--- src/rtl/vga_fetch_scheduler_if.sv ---
// AXI4 read-address and read-data channel bundle between the VGA line-buffer
// fetch scheduler (master) and the SDRAM interconnect (slave).
interface vga_fetch_scheduler_if #(
  parameter int ADDR_WIDTH = 64,
  parameter int DATA_WIDTH = 64
);
  // Read address channel
  logic [ADDR_WIDTH-1:0] araddr_o;
  logic [7:0]            arlen_o;
  logic [2:0]            arsize_o;
  logic [1:0]            arburst_o;
  logic                  arvalid_o;
  logic                  arready_i;
  // Read data channel
  logic                  rvalid_i;
  logic [DATA_WIDTH-1:0] rdata_i;
  logic [1:0]            rresp_i;
  logic                  rlast_i;
  logic                  rready_o;

  modport master (
    output araddr_o, arlen_o, arsize_o, arburst_o, arvalid_o, rready_o,
    input  arready_i, rvalid_i, rdata_i, rresp_i, rlast_i
  );

  modport slave (
    input  araddr_o, arlen_o, arsize_o, arburst_o, arvalid_o, rready_o,
    output arready_i, rvalid_i, rdata_i, rresp_i, rlast_i
  );
endinterface

--- src/rtl/vga_fetch_scheduler.sv ---
// Ping/pong line-buffer fetch scheduler: issues one fixed-length INCR read
// burst per free buffer half, walks the frame buffer with wrap-around and
// steers returned beats into the half being filled.
module vga_fetch_scheduler #(
  parameter int ADDR_WIDTH = 64,
  parameter int DATA_WIDTH = 64,
  parameter int BURST_LEN  = 32,
  parameter int BEAT_BYTES = 8
) (
  input  logic                         clk_a,
  input  logic                         reset_a,
  input  logic                         enable_i,
  input  logic [ADDR_WIDTH-1:0]        base_addr_i,
  input  logic [ADDR_WIDTH-1:0]        top_addr_i,
  input  logic                         release_i,
  input  logic                         release_sel_i,
  vga_fetch_scheduler_if.master        axi,
  output logic                         wr_en_o,
  output logic                         wr_sel_o,
  output logic [$clog2(BURST_LEN)-1:0] wr_idx_o,
  output logic [DATA_WIDTH-1:0]        wr_data_o,
  output logic [1:0]                   buf_full_o,
  output logic                         busy_o,
  output logic                         err_o
);
  localparam int IDX_W = $clog2(BURST_LEN);
  localparam logic [ADDR_WIDTH-1:0] STRIDE   = ADDR_WIDTH'(BURST_LEN * BEAT_BYTES);
  localparam logic [IDX_W-1:0]      LAST_IDX = IDX_W'(BURST_LEN - 1);

  localparam logic [1:0] IDLE = 2'd0;
  localparam logic [1:0] ADDR = 2'd1;
  localparam logic [1:0] DATA = 2'd2;
  localparam logic [1:0] DONE = 2'd3;

  logic [1:0]            state_q, state_d;
  logic                  init_q, init_d;
  logic                  fill_sel_q, fill_sel_d;
  logic [ADDR_WIDTH-1:0] next_addr_q, next_addr_d;
  logic [ADDR_WIDTH-1:0] top_q, top_d;
  logic [IDX_W-1:0]      beat_cnt_q, beat_cnt_d;
  logic [1:0]            buf_full_q, buf_full_d;
  logic                  err_q, err_d;
  logic                  arvalid_q, arvalid_d;
  logic [ADDR_WIDTH-1:0] araddr_q, araddr_d;
  logic                  rready_q, rready_d;
  logic                  wr_en_q, wr_en_d;
  logic                  wr_sel_q, wr_sel_d;
  logic [IDX_W-1:0]      wr_idx_q, wr_idx_d;
  logic [DATA_WIDTH-1:0] wr_data_q, wr_data_d;
  logic                  busy_q, busy_d;

  logic [ADDR_WIDTH-1:0] addr_sum_s;
  logic                  beat_ok_s;
  logic                  last_beat_s;

  // Burst constants never change
  assign axi.arlen_o   = 8'(BURST_LEN - 1);
  assign axi.arsize_o  = 3'($clog2(BEAT_BYTES));
  assign axi.arburst_o = 2'b01;

  assign axi.araddr_o  = araddr_q;
  assign axi.arvalid_o = arvalid_q;
  assign axi.rready_o  = rready_q;
  assign wr_en_o       = wr_en_q;
  assign wr_sel_o      = wr_sel_q;
  assign wr_idx_o      = wr_idx_q;
  assign wr_data_o     = wr_data_q;
  assign buf_full_o    = buf_full_q;
  assign busy_o        = busy_q;
  assign err_o         = err_q;

  // Next-state logic: FSM, address walk, beat steering and buffer flags
  always_comb begin
    state_d     = state_q;
    init_d      = 1'b0;
    fill_sel_d  = fill_sel_q;
    next_addr_d = next_addr_q;
    top_d       = top_q;
    beat_cnt_d  = beat_cnt_q;
    buf_full_d  = buf_full_q;
    err_d       = err_q;
    arvalid_d   = arvalid_q;
    araddr_d    = araddr_q;
    rready_d    = rready_q;
    wr_en_d     = 1'b0;
    wr_sel_d    = wr_sel_q;
    wr_idx_d    = wr_idx_q;
    wr_data_d   = wr_data_q;
    addr_sum_s  = next_addr_q + STRIDE;
    beat_ok_s   = axi.rvalid_i & rready_q;
    last_beat_s = (beat_cnt_q == LAST_IDX);

    // Release first so a same-cycle DONE set on the other half still lands
    if (release_i) begin
      buf_full_d[release_sel_i] = 1'b0;
    end else begin
      buf_full_d = buf_full_q;
    end

    case (state_q)
      IDLE: begin
        if (init_q || !enable_i) begin
          // Reload point: restart the walk and forget all buffer state
          next_addr_d = base_addr_i;
          top_d       = top_addr_i;
          buf_full_d  = 2'b00;
          fill_sel_d  = 1'b0;
          err_d       = 1'b0;
        end else if (!buf_full_q[fill_sel_q]) begin
          state_d   = ADDR;
          arvalid_d = 1'b1;
          araddr_d  = next_addr_q;
        end else begin
          state_d = IDLE;
        end
      end
      ADDR: begin
        if (arvalid_q && axi.arready_i) begin
          state_d    = DATA;
          arvalid_d  = 1'b0;
          rready_d   = 1'b1;
          beat_cnt_d = '0;
          if (addr_sum_s >= top_q) begin
            next_addr_d = base_addr_i;
            top_d       = top_addr_i;
          end else begin
            next_addr_d = addr_sum_s;
          end
        end else if (!enable_i) begin
          // No handshake yet, so the request can be withdrawn
          state_d   = IDLE;
          arvalid_d = 1'b0;
        end else begin
          state_d = ADDR;
        end
      end
      DATA: begin
        if (beat_ok_s) begin
          beat_cnt_d = beat_cnt_q + IDX_W'(1);
          wr_en_d    = (axi.rresp_i == 2'b00);
          wr_sel_d   = fill_sel_q;
          wr_idx_d   = beat_cnt_q;
          wr_data_d  = axi.rdata_i;
          if ((axi.rresp_i != 2'b00) || (axi.rlast_i != last_beat_s)) begin
            err_d = 1'b1;
          end else begin
            err_d = err_q;
          end
          if (last_beat_s) begin
            state_d  = DONE;
            rready_d = 1'b0;
          end else begin
            state_d = DATA;
          end
        end else begin
          state_d = DATA;
        end
      end
      DONE: begin
        buf_full_d[fill_sel_q] = 1'b1;
        fill_sel_d             = ~fill_sel_q;
        state_d                = IDLE;
      end
      default: begin
        state_d   = IDLE;
        arvalid_d = 1'b0;
        rready_d  = 1'b0;
      end
    endcase

    busy_d = (state_d != IDLE);
  end

  // State registers with asynchronous active-high reset
  always_ff @(posedge clk_a or posedge reset_a) begin
    if (reset_a) begin
      state_q     <= IDLE;
      init_q      <= 1'b1;
      fill_sel_q  <= 1'b0;
      next_addr_q <= '0;
      top_q       <= '0;
      beat_cnt_q  <= '0;
      buf_full_q  <= 2'b00;
      err_q       <= 1'b0;
      arvalid_q   <= 1'b0;
      araddr_q    <= '0;
      rready_q    <= 1'b0;
      wr_en_q     <= 1'b0;
      wr_sel_q    <= 1'b0;
      wr_idx_q    <= '0;
      wr_data_q   <= '0;
      busy_q      <= 1'b0;
    end else begin
      state_q     <= state_d;
      init_q      <= init_d;
      fill_sel_q  <= fill_sel_d;
      next_addr_q <= next_addr_d;
      top_q       <= top_d;
      beat_cnt_q  <= beat_cnt_d;
      buf_full_q  <= buf_full_d;
      err_q       <= err_d;
      arvalid_q   <= arvalid_d;
      araddr_q    <= araddr_d;
      rready_q    <= rready_d;
      wr_en_q     <= wr_en_d;
      wr_sel_q    <= wr_sel_d;
      wr_idx_q    <= wr_idx_d;
      wr_data_q   <= wr_data_d;
      busy_q      <= busy_d;
    end
  end
endmodule

--- src/flat_wrapper.sv ---
// flat-port wrapper written by rule: the top's interface ports become plain ports
module vga_fetch_scheduler_flat 
#(
  parameter int ADDR_WIDTH = 64,
  parameter int DATA_WIDTH = 64,
  parameter int BURST_LEN  = 32,
  parameter int BEAT_BYTES = 8
)
  (clk_a, reset_a, enable_i, base_addr_i, top_addr_i, release_i, release_sel_i, wr_en_o, wr_sel_o, wr_idx_o, wr_data_o, buf_full_o, busy_o, err_o, axi_araddr_o, axi_arlen_o, axi_arsize_o, axi_arburst_o, axi_arvalid_o, axi_rready_o, axi_arready_i, axi_rvalid_i, axi_rdata_i, axi_rresp_i, axi_rlast_i);
  vga_fetch_scheduler_if #(.ADDR_WIDTH(ADDR_WIDTH), .DATA_WIDTH(DATA_WIDTH)) axi_i ();
  input  logic clk_a;
  input  logic reset_a;
  input  logic enable_i;
  input  logic [ADDR_WIDTH-1:0] base_addr_i;
  input  logic [ADDR_WIDTH-1:0] top_addr_i;
  input  logic release_i;
  input  logic release_sel_i;
  output logic wr_en_o;
  output logic wr_sel_o;
  output logic [$clog2(BURST_LEN)-1:0] wr_idx_o;
  output logic [DATA_WIDTH-1:0] wr_data_o;
  output logic [1:0] buf_full_o;
  output logic busy_o;
  output logic err_o;
  output wire logic [$bits(axi_i.araddr_o)-1:0] axi_araddr_o;
  output wire logic [$bits(axi_i.arlen_o)-1:0] axi_arlen_o;
  output wire logic [$bits(axi_i.arsize_o)-1:0] axi_arsize_o;
  output wire logic [$bits(axi_i.arburst_o)-1:0] axi_arburst_o;
  output wire logic [$bits(axi_i.arvalid_o)-1:0] axi_arvalid_o;
  output wire logic [$bits(axi_i.rready_o)-1:0] axi_rready_o;
  input wire logic [$bits(axi_i.arready_i)-1:0] axi_arready_i;
  input wire logic [$bits(axi_i.rvalid_i)-1:0] axi_rvalid_i;
  input wire logic [$bits(axi_i.rdata_i)-1:0] axi_rdata_i;
  input wire logic [$bits(axi_i.rresp_i)-1:0] axi_rresp_i;
  input wire logic [$bits(axi_i.rlast_i)-1:0] axi_rlast_i;
  assign axi_araddr_o = axi_i.araddr_o;
  assign axi_arlen_o = axi_i.arlen_o;
  assign axi_arsize_o = axi_i.arsize_o;
  assign axi_arburst_o = axi_i.arburst_o;
  assign axi_arvalid_o = axi_i.arvalid_o;
  assign axi_rready_o = axi_i.rready_o;
  assign axi_i.arready_i = axi_arready_i;
  assign axi_i.rvalid_i = axi_rvalid_i;
  assign axi_i.rdata_i = axi_rdata_i;
  assign axi_i.rresp_i = axi_rresp_i;
  assign axi_i.rlast_i = axi_rlast_i;
  vga_fetch_scheduler #(.ADDR_WIDTH(ADDR_WIDTH), .DATA_WIDTH(DATA_WIDTH), .BURST_LEN(BURST_LEN), .BEAT_BYTES(BEAT_BYTES)) u_core (.clk_a(clk_a), .reset_a(reset_a), .enable_i(enable_i), .base_addr_i(base_addr_i), .top_addr_i(top_addr_i), .release_i(release_i), .release_sel_i(release_sel_i), .axi(axi_i), .wr_en_o(wr_en_o), .wr_sel_o(wr_sel_o), .wr_idx_o(wr_idx_o), .wr_data_o(wr_data_o), .buf_full_o(buf_full_o), .busy_o(busy_o), .err_o(err_o));
endmodule
--- config.mk ---
export PLATFORM = sky130hd
export DESIGN_NAME = vga_fetch_scheduler_flat
export DESIGN_NICKNAME = d
export VERILOG_FILES = /design/src/rtl/vga_fetch_scheduler_if.sv /design/src/rtl/vga_fetch_scheduler.sv /design/src/flat_wrapper.sv
export SDC_FILE = /design/constraint.sdc
export NUM_CORES = 1
export LEC_CHECK = 0
export CAP_MARGIN = 20
export CELL_PAD_IN_SITES_DETAIL_PLACEMENT = 1
export CELL_PAD_IN_SITES_GLOBAL_PLACEMENT = 2
export CORE_UTILIZATION = 31
export DETAILED_ROUTE_END_ITERATION = 8
export PLACE_DENSITY = 0.93
export SLEW_MARGIN = 20
export SYNTH_ARGS = -nofsm -noshare
export SYNTH_HDL_FRONTEND = slang
export SYNTH_SLANG_ARGS = --single-unit
--- constraint.sdc ---
create_clock -name clk_a -period 12.09 [get_ports clk_a]
set_input_delay 1.209 -clock clk_a [delete_from_list [all_inputs] [get_ports clk_a]]
set_output_delay 1.209 -clock clk_a [all_outputs]
set_load 0.02 [all_outputs]
# Yosys cells after proc, flatten, opt, wreduce, memory -nomap -nowiden
# Index checks and enable logic that the tools add are counted.
[totals]
regBits = 278
word_cells = 110
[op_classes]
n_bitwise = 7
n_mux = 43
n_addsub = 2
reduce_logical = 23
n_eq_ne = 14
order_cmp = 5
[op_table]
columns = ["op", "n"]
rows = [
  ["64-bit two-way mux", 6],
  ["64-bit case mux with 2 select lines", 2],
  ["64-bit by 9-bit adder with 64-bit output, second input constant", 1],
  ["64-bit greater-or-equal comparator", 1],
  ["1-bit two-way mux", 20],
  ["4-bit AND reduction", 4],
  ["2-bit by 1-bit != test with 1-bit output, second input constant", 6],
  ["2-bit nonzero test", 6],
  ["5-bit two-way mux", 2],
  ["5-bit case mux with 2 select lines", 1],
  ["3-bit AND reduction", 3],
  ["2-bit two-way mux", 4],
  ["1-bit case mux with 2 select lines", 4],
  ["2-bit case mux with 4 select lines", 1],
  ["5-bit by 1-bit adder with 5-bit output, second input constant", 1],
  ["5-bit equality test, second input constant", 1],
  ["2-bit equality test, second input constant", 2],
  ["2-bit logical NOT", 2],
  ["1-bit by 2-bit < comparator with 1-bit output, second input constant", 2],
  ["2-bit != test, second input constant", 2],
  ["2-bit case mux with 2 select lines", 1],
  ["2-bit AND reduction", 2],
  ["1-bit logical AND", 3],
  ["3-bit by 2-bit != test with 1-bit output, second input constant", 1],
  ["11 further kinds", 16],
]

# Depth between registers and ports, before layout
[logic_depth]
ltp_word = 9
depth_mapped = 19
depth_no_buf = 15

# Worst setup path after synthesis
# Ideal clock, no wire load.
[synth_timing]
kind = "reg2reg"
start = "register u_core.next_addr_q[9]"
end = "register u_core.top_q[53]"
setup_time_ns = 0.128
setup_slack_ns = 7.400
stages_incl_launch_ff = 17
arrival_time_ns = 4.562
period_less_slack_ns = 4.690
path_cell_list = "dfrtp_1 ha_1 nand4_1 or4_4 or4_4 buf_6 o21a_1 or2_2 ha_1 a21oi_1 nand2_1 a221o_1 o31a_1 a221oi_2 a21oi_1 buf_2 mux2_1"
[synth_between]
elab_chain_cells = 4
[synth_rtl]
columns = ["element", "line", "rtl"]
rows = [
  ["from (decl)", "vga_fetch_scheduler.sv:38", "logic [ADDR_WIDTH-1:0] next_addr_q, next_addr_d;"],
  ["from (signal assigned)", "vga_fetch_scheduler.sv:197", "next_addr_q <= next_addr_d;"],
  ["64-bit by 9-bit adder with 64-bit output", "vga_fetch_scheduler.sv:89", "addr_sum_s = next_addr_q + STRIDE;"],
  ["64-bit greater-or-equal comparator", "vga_fetch_scheduler.sv:123", "if (addr_sum_s >= top_q) begin"],
  ["2-bit by 1-bit != test with 1-bit output (no source line)", "--", ""],
  ["4-bit AND reduction (no source line)", "--", ""],
  ["to (signal assigned)", "vga_fetch_scheduler.sv:198", "top_q <= top_d;"],
  ["to (decl)", "vga_fetch_scheduler.sv:39", "logic [ADDR_WIDTH-1:0] top_q, top_d;"],
]
# No other way between the ends.
# A chain may end at the register's enable or synchronous reset.

# Final worst setup path
[layout_timing]
start = "register u_core.next_addr_q[13]"
end = "register u_core.top_q[17]"
# Same word-level chain as after synthesis.

==> qor.csv <==
stage;metric;value;unit
timing;fin crit period;5.82;ns
cts;root buffer cell;clkbuf_16;
timing;Fin Setup TNS;0;ns
yosys;#FFs+latches synth;278;
layout;final core utilization;42.6;%
cts;post-cts sizing count;0;
cts;total CTS buffers;35;
cts;Post-CTS Setup Inserts;0;
place;Final Wtd Congestion;0.835;
grt;most used routing layer;met2;
cts;H-Tree Depth;2;
place;port bufs;342;
worst_hold_path;worst hold path class;reg2reg;
yosys;Cell Area, Synth;0.0146;mm^2
layout;Finished Layout Cells;2441;
timing;Rel. slew slack;31.7;%
setup_path;CP Max Fanout;40;
layout;commonest non-fill, non-tap cell in the layout;nand2_1;
yosys;Cell variety after synth;61;
yosys;Top FF cell, synth;dfrtp_1;
detailed_routing;WL final;48.7;mm
yosys;Post-synth EDFFs;0;
detailed_routing;DRT antenna net count;0;
layout;fin area;0.0198;mm^2
run_status;outcome;complete, no violations;
layout;Area Overhead vs Synth;35.6;%
timing;Final Slew Violations;0;
setup_path;Critical Path End Type;flop;
layout;most frequent cells in the layout;nand2_1 (351), clkdlybuf4s50_1 (342), dfrtp_1 (277), mux2_2 (118), inv_1 (82);
place;placed cell count;2373;
detailed_routing;Initial DRT Pass Iterations;5;
detailed_routing;DRC;0;
layout;share of cells above drive strength 1;12.2;%
die;chip width;219;um
cts;CTS clk-pin slew, worst paths;0.06;ns
detailed_routing;via/cell ratio;5.02;
grt;largest net degree at the start of global routing;158;
grt;vias in the first global route;13400;
timing;final period utilization;48.2;%
yosys;synth warn;0;
cts;clock buffer depth;3;
timing;Hold WS;0.475;ns
setup_path;CP arrival;6.26;ns
grt;met3 Use GR;3.33;%
grt;met1 usage;26.0;%
die;Core Region;0.0466;mm^2
timing;Clock Skews;0.0216;ns
yosys;Synth Instances;1500;
power;Cell Pwr Density;298;mW/mm^2
setup_path;Cell Chain, Critical Path;nand4_1 > or4_1 > or3_1 > or4_4 > nor2_1 > xnor2_1 > ha_1 > and4_1 > nand2_1 > nor3_1 > and3_1 > a221oi_4 > a21oi_4 > buf_4 > mux2_2;
timing;fmax;172;MHz
die;row cnt;79;
timing;RSZ-0062 raised after global routing;false;
timing;Slew @ Worst Pin;1.02;ns
detailed_routing;drt first-iter violations;730;
grt;met2 Use GR;35.7;%
die;I/O pin count;356;
yosys;Synth area leader;dfrtp_1;
setup_path;Worst Setup Path Type;reg2reg;
die;Die H;219;um
cts;clock net sink count;278;
grt;antenna violations before repair;4;
setup_path;critical path required time;12.52;ns
timing;Final setup viols;0;
yosys;largest cells by area after synthesis;dfrtp_1 (47%), mux2_2 (9.1%), nand2_1 (9.0%), ha_1 (6.1%), o211ai_1 (2.2%);
yosys;Seq/Total Area, Yosys;47.6;%
layout;Filler cells;5201;
place;Post-DP HPWL;34.8;mm
die;die area;0.0480;mm^2
setup_path;Startpoint Class;flop;
yosys;post-synth top area share;47.4;%
setup_path;crit-path max cell delay;0.76;ns
power;Leakage;8.76;nW
cts;Clock Latency Late Sink;0.55;ns
detailed_routing;routed via count;12300;
place;dpl cell area;0.0185;mm^2
grt;first-pass GRT wire length;76.2;mm
yosys;share of flip-flops with an asynchronous set or reset;100;%
power;Max IR drop VDD;121;uV
setup_path;CP max-delay cell;or4_1;
cts;clock tree from TritonCTS;done;
timing;final hold vios;0;
yosys;synthesized area per cell;9.74;um^2
layout;fin nets;2076;
run;Max-Cap Viols;0;
grt;gr usage total;20.5;%
cts;cts hold-fix bufs;0;
grt;global route overflow;0;
layout;Multi-input gate area;0.00699;mm^2
detailed_routing;drt wl/cell;19.9;um
layout;Reg area;0.00696;mm^2
die;Initial Util;31.4;%
## cells by family after synthesis
family          Yosys count  share of synthesized area (%)
fa+ha+maj                71                           6.08
mux                     128                           9.84
other cells               2                         0.0514
xor+xnor                 52                           3.17
buf+inv                 183                           5.29
flops                   278                           47.6
compound gates          212                           9.74
simple gates            574                           18.2
## worst paths after layout
kind,start,to,slack [ns],cells past startpoint
worst max-delay path,u_core.next_addr_q[13],u_core.top_q[17],6.27,15
worst min-delay path,u_core.wr_data_o[23],u_core.wr_data_o[23],0.47,2
worst max register to register,u_core.next_addr_q[13],u_core.top_q[17],6.27,15
worst min register to register,u_core.wr_data_o[23],u_core.wr_data_o[23],0.47,2
max in group asynchronous,reset_a,u_core.top_q[60],9.46,3
min in group asynchronous,reset_a,u_core.next_addr_q[6],1.15,2
## layout make-up
| cell class | count | area share [%] |
|---|---|---|
| multi-input combinational | 1051 | 35.3 |
| sequential | 278 | 35.1 |
| timing repair buffer | 354 | 17.8 |
| clock buffer | 49 | 5.20 |
| tap | 607 | 3.83 |
| inverter | 83 | 1.61 |
| clock inverter | 15 | 1.13 |
| antenna | 4 | 0.0505 |
## routing by layer
metal | vias to the layer above | wire length, um
li1 | 5753 | -
met4 | 0 | 930
met2 | 239 | 24500
met5 | - | 0
met1 | 6204 | 21500
met3 | 59 | 1770
## synthesized netlist by cell type (4+ instances only)
library cell and instances:
inv_1 83, o211ai_1 43, or3_1 7, or2_2 8, mux2_1 7, nor2b_1 8
buf_4 14, buf_2 14, dfrtp_1 277, mux2_2 118, or4_4 4, nor4_1 11
a31oi_1 4, a31o_2 4, o21ai_0 32, o31ai_1 24, nand2_1 351, and2_1 17
and4_1 11, a21o_1 8, and3_1 7, clkbuf_1 67, xor2_1 17, o221ai_1 5
a21oi_1 59, ha_1 71, xnor2_1 34, nor3_1 55, nand3_1 33, nand4_1 25
nor2_1 23, a221o_1 9
## sequential cells by signal, summed over array words and instances (netlist names)
name	count
u_core.axi.araddr_o	64
u_core.next_addr_q	64
u_core.top_q	64
u_core.wr_data_o	64
u_core.beat_cnt_q	5
u_core.wr_idx_o	5
u_core.buf_full_o	2
u_core.state_q	2
u_core.axi.arvalid_o	1
u_core.axi.rready_o	1
u_core.busy_o	1
u_core.err_o	1
u_core.fill_sel_q	1
u_core.init_q	1
u_core.wr_en_o	1
u_core.wr_sel_o	1
## stage by stage
stage	setup WS [ns]	total power [mW]
after CTS	6.28	5.98
after global routing	5.83	6.32
final	6.27	5.90
after global placement	6.52	4.65
after floorplan	3.22	3.62
after detailed placement	6.31	4.79
## power by group
part           leakage, nW  switching (mW)  internal (mW)
Sequential            3.40           0.398           1.40
Clock                0.614           0.435          0.705
Combinational         4.75            1.63           1.33
## critical path, delay by kind of cell (launching register included)
kind / cells / cell delay [ns]
AND/OR/NAND/NOR: 9 / 3.08
AO/OA/AOI/OAI: 2 / 0.64
buffers and inverters: 1 / 0.57
flip-flops: 1 / 0.49
multiplexers: 1 / 0.40
adder cells (fa/ha/maj): 1 / 0.32
XOR/XNOR: 1 / 0.10
Power figures use the tool's default switching activity.
